$ cat config.mk
export PLATFORM = sky130hd
export DESIGN_NAME = en_tick_gen
export DESIGN_NICKNAME = d
export VERILOG_FILES = /design/src/rtl/en_tick_gen_pkg.sv /design/src/rtl/btn_debounce.sv /design/src/rtl/en_tick_gen.sv
export SDC_FILE = /design/constraint.sdc
export NUM_CORES = 1
export LEC_CHECK = 0
export CORE_ASPECT_RATIO = 1.1
export CORE_UTILIZATION = 25
export CTS_BUF_LIST = sky130_fd_sc_hd__clkbuf_2 sky130_fd_sc_hd__clkbuf_4 sky130_fd_sc_hd__clkbuf_8
export CTS_CLUSTER_SIZE = 24
export DETAILED_ROUTE_END_ITERATION = 12
export DONT_BUFFER_PORTS = 1
export GPL_ROUTABILITY_DRIVEN = 0
export PLACE_DENSITY_LB_ADDON = 0.1
export SYNTH_ARGS = -nofsm -noshare
export SYNTH_HDL_FRONTEND = slang
export SYNTH_SLANG_ARGS = --single-unit
$ cat constraint.sdc
create_clock -name clk -period 1.25 [get_ports clk]
set_input_delay 0.25 -clock clk [delete_from_list [all_inputs] [get_ports clk]]
set_output_delay 0.25 -clock clk [all_outputs]
set_load 0.02 [all_outputs]
$ cat src/rtl/en_tick_gen_pkg.sv
// -----------------------------------------------------------------------------
// en_tick_gen_pkg
// Shared types and defaults for the run/stop enable-pulse generator.
//   db_state_e      : debounce FSM state encoding
//   DEFAULT_DIV     : default enable period in clocks
//   DEFAULT_DB_CYCLES : default debounce length in synchronized samples
//   cnt_width()     : counter width helper, never narrower than 1 bit
// -----------------------------------------------------------------------------
package en_tick_gen_pkg;

  localparam int DEFAULT_DIV       = 4;
  localparam int DEFAULT_DB_CYCLES = 4;

  typedef enum logic [1:0] {
    RELEASED    = 2'd0,
    PRESS_CHK   = 2'd1,
    PRESSED     = 2'd2,
    RELEASE_CHK = 2'd3
  } db_state_e;

  // $clog2(1) is 0, which would give a zero-width vector.
  function automatic int cnt_width(input int n);
    return (n > 1) ? $clog2(n) : 1;
  endfunction

endpackage

$ cat src/rtl/btn_debounce.sv
// -----------------------------------------------------------------------------
// btn_debounce
// Two-flop synchronizer followed by a press/release debounce FSM. A press is
// accepted once the synchronized level has been high for DB_CYCLES
// consecutive samples; a release needs the same number of low samples before
// another press can be recognised, so a held button yields exactly one strobe.
//
// Ports:
//   clk     : clock, rising edge
//   rst     : asynchronous active-low reset
//   i_btn   : raw asynchronous button level, 1 = pressed
//   o_press : one-cycle strobe, high in the cycle before the FSM enters PRESSED
// -----------------------------------------------------------------------------
module btn_debounce
  import en_tick_gen_pkg::*;
#(
  parameter int DB_CYCLES = DEFAULT_DB_CYCLES
) (
  input  logic clk,
  input  logic rst,
  input  logic i_btn,
  output logic o_press
);

  localparam int              DB_W    = cnt_width(DB_CYCLES);
  localparam logic [DB_W-1:0] DB_LAST = DB_W'(DB_CYCLES - 1);

  logic            r_sync1;
  logic            r_sync2;
  logic            w_btn_s;
  db_state_e       r_state;
  db_state_e       w_state_nxt;
  logic [DB_W-1:0] r_db_cnt;
  logic [DB_W-1:0] w_db_cnt_nxt;

  // i_btn is asynchronous; the second flop gives the first one a full cycle
  // to resolve metastability before anything downstream looks at it.
  // NOTE: clocked state uses non-blocking (<=) so every flop samples the
  // pre-edge value of its neighbours, exactly like real hardware.
  always_ff @(posedge clk or negedge rst) begin
    if (!rst) begin
      r_sync1 <= 1'b0;
      r_sync2 <= 1'b0;
    end else begin
      r_sync1 <= i_btn;
      r_sync2 <= r_sync1;
    end
  end

  assign w_btn_s = r_sync2;

  always_ff @(posedge clk or negedge rst) begin
    if (!rst) begin
      r_state  <= RELEASED;
      r_db_cnt <= '0;
    end else begin
      r_state  <= w_state_nxt;
      r_db_cnt <= w_db_cnt_nxt;
    end
  end

  // The strobe is decoded combinationally so the toggle flop in the parent
  // updates on the same edge that the FSM enters PRESSED.
  always_comb begin
    // NOTE: every output of this block gets a default first; a path that
    // skips an assignment would otherwise infer a latch.
    w_state_nxt  = r_state;
    w_db_cnt_nxt = r_db_cnt;
    o_press      = 1'b0;
    case (r_state)
      RELEASED: begin
        if (w_btn_s) begin
          w_state_nxt  = PRESS_CHK;
          w_db_cnt_nxt = DB_W'(1);
        end
      end
      PRESS_CHK: begin
        if (!w_btn_s) begin
          w_state_nxt  = RELEASED;
          w_db_cnt_nxt = '0;
        end else if (r_db_cnt == DB_LAST) begin
          w_state_nxt  = PRESSED;
          w_db_cnt_nxt = '0;
          o_press      = 1'b1;
        end else begin
          w_db_cnt_nxt = r_db_cnt + 1'b1;
        end
      end
      PRESSED: begin
        if (!w_btn_s) begin
          w_state_nxt  = RELEASE_CHK;
          w_db_cnt_nxt = DB_W'(1);
        end
      end
      RELEASE_CHK: begin
        if (w_btn_s) begin
          // A bounce back high during release is still the same press.
          w_state_nxt  = PRESSED;
          w_db_cnt_nxt = '0;
        end else if (r_db_cnt == DB_LAST) begin
          w_state_nxt  = RELEASED;
          w_db_cnt_nxt = '0;
        end else begin
          w_db_cnt_nxt = r_db_cnt + 1'b1;
        end
      end
      default: begin
        w_state_nxt  = RELEASED;
        w_db_cnt_nxt = '0;
      end
    endcase
  end

endmodule

$ cat src/rtl/en_tick_gen.sv
// -----------------------------------------------------------------------------
// en_tick_gen
// Run/stop control and enable-pulse generator feeding a decade counter's en
// input. Each debounced button press toggles the run state; while running a
// one-cycle en pulse is produced every DIV clocks, phase-restarted from 0 on
// every start.
//
// Parameters:
//   DIV       : enable period in clocks (1..2^16)
//   DB_CYCLES : debounce length in synchronized samples (2..2^16)
//
// Ports:
//   clk     : clock, rising edge
//   rst     : asynchronous active-low reset
//   btn_run : raw asynchronous bouncy button, 1 = pressed
//   en      : registered one-cycle enable pulse
//   running : registered run state
//
// Build option:
//   EN_TICK_GEN_AUTOSTART_EN : when defined, running resets to 1 so the
//   counter advances straight out of reset and the first press stops it.
// -----------------------------------------------------------------------------
module en_tick_gen
  import en_tick_gen_pkg::*;
#(
  parameter int DIV       = DEFAULT_DIV,
  parameter int DB_CYCLES = DEFAULT_DB_CYCLES
) (
  input  logic clk,
  input  logic rst,
  input  logic btn_run,
  output logic en,
  output logic running
);

  localparam int               DIV_W    = cnt_width(DIV);
  localparam logic [DIV_W-1:0] DIV_LAST = DIV_W'(DIV - 1);

`ifdef EN_TICK_GEN_AUTOSTART_EN
  localparam logic RUN_RST = 1'b1;
`else
  localparam logic RUN_RST = 1'b0;
`endif

  logic             w_press;
  logic             r_running;
  logic             r_en;
  logic [DIV_W-1:0] r_div_cnt;

  btn_debounce #(
    .DB_CYCLES (DB_CYCLES)
  ) u_btn_debounce (
    .clk     (clk),
    .rst     (rst),
    .i_btn   (btn_run),
    .o_press (w_press)
  );

  always_ff @(posedge clk or negedge rst) begin
    if (!rst) begin
      r_running <= RUN_RST;
    end else if (w_press) begin
      r_running <= ~r_running;
    end
  end

  // Keyed on the pre-edge r_running: a stop landing on a terminal count still
  // lets that last pulse out, and nothing follows it. With DIV=1 DIV_LAST is 0,
  // so the counter parks at 0 and en stays high every running cycle.
  always_ff @(posedge clk or negedge rst) begin
    if (!rst) begin
      r_div_cnt <= '0;
      r_en      <= 1'b0;
    end else if (r_running) begin
      r_div_cnt <= (r_div_cnt == DIV_LAST) ? '0 : r_div_cnt + 1'b1;
      r_en      <= (r_div_cnt == DIV_LAST);
    end else begin
      r_div_cnt <= '0;
      r_en      <= 1'b0;
    end
  end

  assign en      = r_en;
  assign running = r_running;

endmodule

**Word-level counts from Yosys, hierarchy flattened**

Cells that the tools add are included.

- Reduce and logical (&&, ||, !) cells: 3
- Add/sub/neg operators: 2
- Bitwise logic cells: 1
- Equal/unequal tests: 9
- Muxes and demuxes: 18

Operators with widths:

| cell | number |
|---|---|
| $mux W2 | 12 |
| $pmux W2 S4 | 2 |
| $eq A2 B2 Y1 const B | 4 |
| $add A2 B1 Y2 const B | 2 |
| $mux W1 | 4 |
| $reduce_and A4 Y1 | 1 |
| $ne A3 B1 Y1 const B | 1 |
| $ne A3 B3 Y1 const B | 1 |
| $eq A2 B1 Y1 const B | 1 |
| $logic_not A2 Y1 | 1 |
| $ne A2 B1 Y1 const B | 1 |
| $ne A2 B2 Y1 const B | 1 |
| $reduce_and A2 Y1 | 1 |
| $not A1 Y1 | 1 |

- Bits in registers: 10
- Logic and storage cells: 40
- Output and inout bits: 2

**Logic depth before layout (Yosys ltp)**

- Depth in word-level cells: 4
- Depth in mapped cells: 3
- Mapped depth without buffers: 3

**Cells and area by module**

A second synthesis with hierarchy kept.

- Cells, all modules: 25
- Area total of the unflattened synthesis: 372.9 µm²

Modules (own cells, without submodules):

| module | cells an instance | area an instance (µm²) | times used |
|---|---|---|---|
| btn_debounce | 16 | 232.7 | 1 |
| en_tick_gen | 9 | 140.1 | 1 |

**Worst setup path before layout**

Ideal clock, no wire load.

- Path kind: reg-to-reg
- Start point: register u_btn_debounce.r_db_cnt[0]
- End point: register with a tool-made name
- Stages on the path, launching flop included: 4
- Data required time: 1.125 ns
- Arrival: 0.952 ns
- Setup time: 0.125 ns
- Path buffers: 0
- Period minus slack after synthesis: 1.078 ns
- Slack: 0.172 ns
- Cell sequence: dfrtp_1 ha_1 nand2_2 mux2_4

RTL lines:

| item | line | RTL |
|---|---|---|
| start, declared | btn_debounce.sv:33 | `logic [DB_W-1:0] r_db_cnt;` |
| start signal, assigned | btn_debounce.sv:58 | `r_db_cnt <= w_db_cnt_nxt;` |

==> metrics.log <==
[metrics] count of unresolved DRC violations after routing: 0
[metrics] residual overflow from global routing: 0
[metrics] slew margin rel.: 70.0%
[metrics] arrival time worst endpoint: 1.27 ns
[metrics] clock network latency to the later pin of the worst-skew pair: 0.25 ns
[metrics] half-perimeter wire length after detailed placement: 371 um
[metrics] die extent in x: 39.1 um
[metrics] run status: completed
[metrics] Syn-to-layout area delta: 13.9%
[metrics] count of endpoints failing hold in the final timing report: 0
[metrics] design area: 430 um2
[metrics] die outline height: 42.8 um
[metrics] max incr delay on CP: 0.39 ns
[metrics] nets in the synthesized netlist: 30
[metrics] type of the worst setup path: register to register
[metrics] gr usage total: 8.16%
[metrics] final layout net count: 36
[metrics] initial detailed-routing violation count: 3
[metrics] number of placement rows: 14
[metrics] launching element type of the critical path: register
[metrics] Root Buffer: clkbuf_4
[metrics] wire length of the first global-routing pass: 869 um
[metrics] die outline area: 1670 um2
[metrics] path type of the worst min-delay path: input port to register
[metrics] proportion of layout cells with a drive suffix above 1: 17.2%
[metrics] placed instance area: 398 um2
[metrics] RSZ-0062 raised after global routing: no
[metrics] port buffer count: 0
[metrics] clock period minus final worst setup slack: 1.14 ns
[metrics] H-tree depth: 1
[metrics] setup slack after layout: 0.114 ns
[metrics] Slew @ Worst Pin: 0.448 ns
[metrics] max-cap violation count: 0
[metrics] Via density: 4.47
[metrics] final-layout setup total negative slack: 0 ns
[metrics] vias: 201
[metrics] Clk network pwr share: 20.9%
[metrics] maximum fanout count along the critical path: 3
[metrics] synthesized netlist cell count: 25
[metrics] drt first pass iters: 4
[metrics] post-synthesis cell type count: 12
[metrics] final worst-path cycle share: 90.9%
[metrics] buffer count from post-CTS setup fixing: 0
[metrics] endpoint type of the worst setup path: register
[metrics] final number of max-transition violations: 0
[metrics] CTS max path bufs: 2
[metrics] Leakage: 0.000202 uW
[metrics] Post-Route WL: 511 um
[metrics] Achievable Freq: 0.880 GHz
[metrics] count of boundary I/O pins: 5
[metrics] Mapped Area: 378 um2
[metrics] Critical Path RT: 1.39 ns
[metrics] initial core utilization: 27.3%
[metrics] worst setup slack before clock tree synthesis: 0.122 ns
[metrics] vias in the first global route: 210
[metrics] Filler Cell Count: 139
[metrics] Avg Inst Size Synth: 15.1 um2
[metrics] yosys synthesis warning count: 0
[metrics] worst vdd ir: 0.804 mV
[metrics] switching power summed over all nets: 292 uW
[metrics] number of nets still failing antenna checks after routing: 0
[metrics] number of endpoints failing setup at the final stage: 0
[metrics] register share of total power: 57.0%
[metrics] share of synthesized area occupied by flip-flops and latches: 66.2%
[metrics] Critical Path Slowest Stage Cell: dfrtp_1
[metrics] clock tree from TritonCTS: yes
[metrics] mean routed wirelength per cell: 11.4 um
[metrics] number of antenna violations at the first check in global routing: 0
[metrics] Combinational Power Share: 22.1%
[metrics] internal power: 676 uW
[metrics] switching portion of total power: 30.1%
[metrics] largest net degree at the start of global routing: 11
[metrics] cells along the critical path: ha_1 > nand2_2 > mux2_4
[metrics] total CTS buffers: 3
[metrics] power per cell area: 2250 nW/um2
[metrics] TritonCTS Sinks: 10
[metrics] core area: 1380 um2
[metrics] worst hold slack: 0.0248 ns
[metrics] skew final: 0.00398 ns
[metrics] Antenna Cells: 0
[metrics] post-CTS clock slew at the launch and capture registers of the worst setup and hold paths: 0.06 ns
[metrics] synthesis-stage register bit count: 10
==> kinds of logic (layout without fill, tap and decap cells) <==
family / count (synthesis) / after routing / synth area share (%)
multiplexers: 3 / 3 / 9.27
XOR/XNOR: 2 / 2 / 4.64
AO/OA/AOI/OAI: 1 / 1 / 1.32
adder cells (fa/ha/maj): 2 / 2 / 6.62
flip-flops: 10 / 10 / 66.2
AND/OR/NAND/NOR: 7 / 7 / 11.9
buffers and inverters: 0 / 4 / 0
==> power by group through the flow <==
| stage | clock [uW] | sequential, uW | combinational [uW] |
|---|---|---|---|
| 2_1_floorplan | 0 | 534 | 184 |
| 3_3_place_gp | 0 | 553 | 200 |
| 3_5_place_dp | 0 | 558 | 209 |
| 4_1_cts | 216 | 553 | 216 |
| 5_1_grt | 233 | 570 | 246 |
| 6_report | 202 | 552 | 214 |
==> metal layers <==
layer	wire length [um]	up-vias	global-route usage, %
met3	40	0	7.85
li1	-	93	-
met4	0	0	2.07
met5	0	-	0
met2	254	8	11.3
met1	216	100	8.78
==> critical path, delay by kind of cell, from the launching register on <==
family	cells	cell delay [ns]
flip-flops	1	0.39
adder cells (fa/ha/maj)	1	0.25
AND/OR/NAND/NOR	1	0.09
multiplexers	1	0.29
==> cell usage after synthesis <==
library cell	count	area (um2)
nor3b_1	1	7.51
xnor2_1	2	17.5
nand2_1	1	3.75
nand2b_1	1	6.26
a21oi_1	1	5.00
mux2i_1	2	20.0
dfrtp_1	10	250
ha_1	2	25.0
nand2_2	1	6.26
nand4b_1	1	8.76
mux2_4	1	15.0
and2_1	2	12.5
==> sequential cells by signal, summed over array words and instances (netlist names), named ones only <==
| register | count |
|---|---|
| running | 1 |
| r_div_cnt | 2 |
| u_btn_debounce.r_sync2 | 1 |
| en | 1 |
| u_btn_debounce.r_db_cnt | 2 |
| u_btn_debounce.r_sync1 | 1 |
| u_btn_debounce.r_state | 1 |
==> timing repair <==
action                    in CTS  in global routing
gates resized for setup        0                  0
hold buffers                   1                  0
hold endpoints to repair      10                  0
==> cells in the final DEF (no fill, tap or decap) <==
master	synthesis	final
a21oi_1	1	1
and2_1	2	2
clkbuf_4	0	3
dfrtp_1	10	10
dlygate4sd3_1	0	1
ha_1	2	2
mux2_4	1	1
mux2i_1	2	2
nand2_1	1	1
nand2_2	1	1
nand2b_1	1	1
nand4b_1	1	1
nor3b_1	1	1
xnor2_1	2	2
==> final timing paths <==
check | startpoint | to | slack (ns) | cells after the start
max | u_btn_debounce.r_db_cnt[0] | register | 0.11 | 3
min | btn_run | u_btn_debounce.r_sync1 | 0.02 | 0
max reg2reg | u_btn_debounce.r_db_cnt[0] | register | 0.11 | 3
min reg2reg | u_btn_debounce.r_sync1 | u_btn_debounce.r_sync2 | 0.35 | 0
max in group asynchronous | rst | u_btn_debounce.r_db_cnt[1] | 0.56 | 1
min in group asynchronous | rst | en | 0.38 | 1
==> layout make-up <==
type | instances | area [um2] | share of cell area, %
timing repair buffer | 1 | 10.0 | 2.33
tap | 16 | 20.0 | 4.65
multi-input combinational | 15 | 128 | 29.7
sequential | 10 | 250 | 58.1
clock buffer | 3 | 22.5 | 5.23
==> per-stage QoR <==
step | cells | utilization, % | total power [uW]
finish | 45 | 31.1 | 968
global route | 45 | 31.1 | 1050
CTS | 45 | 31.1 | 984
detailed placement | 41 | 28.8 | 767
global placement | 41 | 28.8 | 753
floorplan | 25 | - | 718
No activity file was read; power rests on OpenSTA's default activity.
